===== src/rtl/simplecpu_gen2.sv =====
// simplecpu_gen2: parametrised accumulator CPU with a unified program/data RAM loaded from an external port.
// Optional single-step gating is compiled in when SIMPLECPU_STEP_EN is defined.
module simplecpu_gen2 #(
    parameter int DATA_W = 8,
    parameter int ADDR_W = 4
) (
    input  logic              clock_i,
    input  logic              reset_i,
`ifdef SIMPLECPU_STEP_EN
    input  logic              step_i,
`endif
    input  logic              load_ram_i,
    input  logic [ADDR_W-1:0] load_addr_i,
    input  logic [DATA_W-1:0] load_data_i,
    output logic [DATA_W-1:0] out_data_o,
    output logic              out_valid_o,
    output logic              halted_o,
    output logic [ADDR_W-1:0] pc_o,
    output logic              flag_zero_o,
    output logic              flag_carry_o
);
    // state  | meaning
    // S_EXEC | fetch/execute one instruction at pc
    // S_ALU  | second cycle of ADD/SUB, updates A and flags
    // S_HALT | stopped after HLT, left only by reset
    typedef enum logic [1:0] {S_EXEC, S_ALU, S_HALT} state_t;

    localparam int         DEPTH  = 2**ADDR_W;
    localparam logic [3:0] OP_LDA = 4'h1;
    localparam logic [3:0] OP_ADD = 4'h2;
    localparam logic [3:0] OP_SUB = 4'h3;
    localparam logic [3:0] OP_STA = 4'h4;
    localparam logic [3:0] OP_LDI = 4'h5;
    localparam logic [3:0] OP_JMP = 4'h6;
    localparam logic [3:0] OP_JZ  = 4'h7;
    localparam logic [3:0] OP_OUT = 4'h8;
    localparam logic [3:0] OP_HLT = 4'h9;
    localparam logic [3:0] OP_JC  = 4'hA;
    localparam logic [3:0] OP_JNZ = 4'hB;

    state_t            state_q, state_d;
    logic [DATA_W-1:0] mem_q [DEPTH];
    logic [ADDR_W-1:0] pc_q, pc_d;
    logic [DATA_W-1:0] a_q, a_d, b_q, b_d, out_q, out_d;
    logic              outv_q, outv_d, z_q, z_d, c_q, c_d, sub_q, sub_d;

    logic [DATA_W-1:0] instr;
    logic [3:0]        opcode;
    logic [ADDR_W-1:0] operand;
    logic              advance;
    logic [DATA_W:0]   alu_sum;
    logic              mem_we;
    logic [ADDR_W-1:0] mem_waddr;
    logic [DATA_W-1:0] mem_wdata;

    assign instr   = mem_q[pc_q];
    assign opcode  = instr[DATA_W-1 -: 4];
    assign operand = instr[ADDR_W-1:0];

    // A load cycle stalls the whole core; reset blocks STA from touching RAM.
`ifdef SIMPLECPU_STEP_EN
    assign advance = reset_i && !load_ram_i && step_i;
`else
    assign advance = reset_i && !load_ram_i;
`endif

    assign alu_sum = sub_q ? ({1'b0, a_q} + {1'b0, ~b_q} + {{DATA_W{1'b0}}, 1'b1})
                           : ({1'b0, a_q} + {1'b0, b_q});

    always_comb begin
        state_d   = state_q;
        pc_d      = pc_q;
        a_d       = a_q;
        b_d       = b_q;
        out_d     = out_q;
        outv_d    = 1'b0;
        z_d       = z_q;
        c_d       = c_q;
        sub_d     = sub_q;
        mem_we    = load_ram_i;
        mem_waddr = load_addr_i;
        mem_wdata = load_data_i;
        if (advance) begin
            unique case (state_q)
                S_EXEC: begin
                    pc_d = pc_q + ADDR_W'(1);
                    case (opcode)
                        OP_LDA: a_d = mem_q[operand];
                        OP_ADD, OP_SUB: begin
                            b_d     = mem_q[operand];
                            sub_d   = (opcode == OP_SUB);
                            pc_d    = pc_q;
                            state_d = S_ALU;
                        end
                        OP_STA: begin
                            mem_we    = 1'b1;
                            mem_waddr = operand;
                            mem_wdata = a_q;
                        end
                        OP_LDI: a_d = DATA_W'(operand);
                        OP_JMP: pc_d = operand;
                        OP_JZ:  if (z_q)  pc_d = operand;
                        OP_JC:  if (c_q)  pc_d = operand;
                        OP_JNZ: if (!z_q) pc_d = operand;
                        OP_OUT: begin
                            out_d  = a_q;
                            outv_d = 1'b1;
                        end
                        OP_HLT: begin
                            pc_d    = pc_q;
                            state_d = S_HALT;
                        end
                        default: ;
                    endcase
                end
                S_ALU: begin
                    c_d     = alu_sum[DATA_W];
                    a_d     = alu_sum[DATA_W-1:0];
                    z_d     = (alu_sum[DATA_W-1:0] == '0);
                    pc_d    = pc_q + ADDR_W'(1);
                    state_d = S_EXEC;
                end
                default: ;
            endcase
        end
    end

    always_ff @(posedge clock_i) begin
        if (!reset_i) begin
            state_q <= S_EXEC;
            pc_q    <= '0;
            a_q     <= '0;
            b_q     <= '0;
            out_q   <= '0;
            outv_q  <= 1'b0;
            z_q     <= 1'b0;
            c_q     <= 1'b0;
            sub_q   <= 1'b0;
        end else begin
            state_q <= state_d;
            pc_q    <= pc_d;
            a_q     <= a_d;
            b_q     <= b_d;
            out_q   <= out_d;
            outv_q  <= outv_d;
            z_q     <= z_d;
            c_q     <= c_d;
            sub_q   <= sub_d;
        end
    end

    // RAM contents survive reset; loads are accepted in every state.
    always_ff @(posedge clock_i) begin
        if (mem_we) mem_q[mem_waddr] <= mem_wdata;
    end

    assign out_data_o   = out_q;
    assign out_valid_o  = outv_q;
    assign halted_o     = (state_q == S_HALT);
    assign pc_o         = pc_q;
    assign flag_zero_o  = z_q;
    assign flag_carry_o = c_q;

endmodule

===== config.mk =====
export PLATFORM = sky130hd
export DESIGN_NAME = simplecpu_gen2
export DESIGN_NICKNAME = d
export VERILOG_FILES = /design/src/rtl/simplecpu_gen2.sv
export SDC_FILE = /design/constraint.sdc
export NUM_CORES = 1
export LEC_CHECK = 0
export CELL_PAD_IN_SITES_DETAIL_PLACEMENT = 2
export CELL_PAD_IN_SITES_GLOBAL_PLACEMENT = 2
export CORE_MARGIN = 2
export CORE_UTILIZATION = 37
export DETAILED_ROUTE_END_ITERATION = 8
export PLACE_DENSITY_LB_ADDON = 0.1
export SYNTH_ARGS = -nofsm -noshare
export SYNTH_HDL_FRONTEND = slang
export SYNTH_SLANG_ARGS = --single-unit

===== constraint.sdc =====
create_clock -name clock_i -period 6.67 [get_ports clock_i]
set_clock_uncertainty 0.1 [all_clocks]
set_input_delay 2.001 -clock clock_i [delete_from_list [all_inputs] [get_ports clock_i]]
set_output_delay 2.001 -clock clock_i [all_outputs]
set_load 0.005 [all_outputs]

==> run summary <==
# nets final: 799
Layout cells sized above 1: 13.2%
DRC Markers: 0
Distinct cell type count after synthesis: 73
Average size of a mapped cell: 12.1 um^2
Pins Over Slew Limit: 0
Top_reg_cell synth: edfxtp_1
Total CTS buffers: 17
Min-delay worst type: reg2reg
HPWL Detailed: 25.2 mm
Max_slew headroom: 30.6%
Crit path time final: 5.32 ns
Largest area contributor in the netlist: edfxtp_1
Die Area: 25500 um^2
PnR Total Power: 4.26 mW
Crit path DAT: 5.26 ns
Hold depth: 2
Setup violators final: 0
Cells after DPL: 1070
Period Utilization, post-route: 79.7%
GR peak layer: met2
Tightest Pin Transition: 1.04 ns
PortBufs: 30
Clk pin slew, worst setup/hold paths: 0.07 ns
Global route overflow: 0
R2r setup slk: 1.71 ns
Area Growth Syn to Fin: 12.7%
Cell count of the worst reg-to-reg path: 7
Yosys reg bits: 166
1st-iter DRT viols: 537
Worst setup startpoint: load_ram_i
Initial antenna violation count: 0
Hold-fix buffers at CTS: 0
Die height: 160 um
Pre-antenna DRT Iters: 5
Req. time, crit path: 6.61 ns
Final setup TNS: 0 ns
Fillcell total: 2509
Worst IR Drop VDD: 0.000177 V
Met1 usage: 34.6%
Post-CTS sizing: 0
Via count of the first global-routing pass: 7228
Worst Setup EP: mem_q[12][5]
First-pass GRT wire length: 50.3 mm
Finished Layout Cells: 1102
Mapped cell area: 8980 um^2
Initial core utilization: 37.3%
# IOs: 31
Largest net degree at the start of global routing: 36
Max Fclk: 188 MHz
Share of the synthesized area in the top cell type: 42.8%
Rows: 57
MaxCap Viol Count: 0
Status: complete, no violations
Setup crit start kind: input pin
PwrDens: 421 nW/um^2
Clock Path Buffers: 2
Fin. Hold Viols: 0
EDFF count, synth: 128
Global Route Usage Sum: 27.0%
Routed Antenna Nets: 0
Vias per cell: 6.21
Area post-placement: 9560 um^2
Diodes inserted: 0
Setup CP Type: in2reg
Number of synthesis warnings: 0
Skew-Pair Late Insertion Delay: 0.43 ns
GPL Wtd Cong: 0.902
Htree depth: 4
Vias post-DR: 6843
Met3 track demand over resource: 4.70%
Clock sink count: 166
Core Area: 24100 um^2
Gate Count Post-Synth: 744
Post-CTS Setup Inserts: 0
Wire per inst: 30.7 um
Crit path capture type: register
CTS tree: built
Total routed wirelength: 33.8 mm
Met2 usage: 46.8%
Synthesized Nets: 778
P_leak: 3.39 nW
RSZ-0062 raised after global routing: false
Die W: 160 um
FF-to-FF End: mem_q[12][5]
Crit path max fanout: 22
Post-synth ARST share: 0%
Dominant cells by area after synthesis: edfxtp_1 (43%), dfxtp_1 (8.5%), mux4_2 (7.0%)
Sequential share of the synthesized area: 51.3%
Root Buffer: clkbuf_16
Post-route design area: 10100 um^2
## final cells by class
type,instances,area (um^2),area share (%)
multi-input combinational,516,4060,40.1
clock buffer,17,425,4.20
sequential,166,4610,45.5
inverter,18,67.6,0.668
clock inverter,15,140,1.38
tap,324,405,4.01
timing repair buffer,46,420,4.15
## layer usage
| layer | share of wire, % | wire length (um) |
|---|---|---|
| met5 | 0 | 0 |
| met4 | 2.5 | 848 |
| met2 | 51 | 17100 |
| met1 | 42 | 14200 |
| met3 | 4.8 | 1630 |
## worst min-delay path by stage
stage / from / end / slack [ns]
global placement: b_q[7] / b_q[7] / 0.37
CTS: b_q[7] / b_q[7] / 0.39
detailed placement: b_q[7] / b_q[7] / 0.38
floorplan: b_q[7] / b_q[7] / 0.35
global route: b_q[7] / b_q[7] / 0.43
finish: b_q[7] / b_q[7] / 0.39
## cell usage after synthesis (7+ instances only)
cell,number
edfxtp_1,128
nand2_1,57
mux2i_1,46
nor2_1,41
dfxtp_1,38
a21oi_1,36
mux4_2,28
o21ai_0,25
a31oi_1,24
clkbuf_1,21
nand4_1,19
and3_1,17
ha_1,17
inv_1,17
nor2b_1,17
nand3_1,14
mux2_2,13
o211ai_1,12
nor3_1,11
buf_2,10
a211oi_1,9
a22o_1,9
nand2b_1,8
a32oi_1,7
## power breakdown
| part | internal (mW) | leakage, nW | switching (mW) |
|---|---|---|---|
| registers | 1.18 | 1.46 | 0.0741 |
| clock network | 0.524 | 0.278 | 0.446 |
| logic | 0.693 | 1.65 | 1.34 |
| total | 2.39 | 3.39 | 1.86 |
## per-stage QoR
stage / worst slack, ns / hold WS [ns] / utilization [%]
2_1_floorplan: 2.16 / 0.351 / -
3_3_place_gp: 1.25 / 0.368 / 39.6
3_5_place_dp: 0.972 / 0.382 / 39.6
4_1_cts: 1.36 / 0.392 / 42.0
5_1_grt: 1.11 / 0.425 / 42.0
6_report: 1.35 / 0.388 / 42.0
## cell usage in the layout (no fill, tap or decap), drive strengths merged, types with 14 or more instances in the layout
cell type	n
a21oi	36
a31oi	24
and3	17
buf	16
clkbuf	17
clkdlybuf4s50	30
dfxtp	38
edfxtp	128
ha	17
inv	26
mux2	15
mux2i	47
mux4	31
nand2	59
nand3	14
nand4	19
nor2	42
nor2b	17
o21ai	30
## critical path: stages
cell and delay (ns):
clkdlybuf4s50_1 0.40, buf_4 0.17, nor3b_1 0.18, buf_4 0.18
and2_1 0.22, and3_1 0.88, a31oi_1 0.37, nor2_1 0.84
## registers in the layout, indices dropped and copies added (netlist names), named ones only
signal / flops
mem_q: 128
a_q: 8
b_q: 8
out_data_o: 8
pc_o: 4
state_q: 2
flag_carry_o: 1
flag_zero_o: 1
out_valid_o: 1
sub_q: 1
## cells by family (layout without fill, tap and decap cells)
group	Yosys count	count (layout)	synth area share [%]
simple gates	212	212	12.0
compound gates	187	187	14.8
flops	166	166	51.3
mux	93	93	15.1
buf+inv	62	96	3.57
fa+ha+maj	19	19	2.81
xor+xnor	5	5	0.488
No activity file was read; power rests on OpenSTA's default activity.
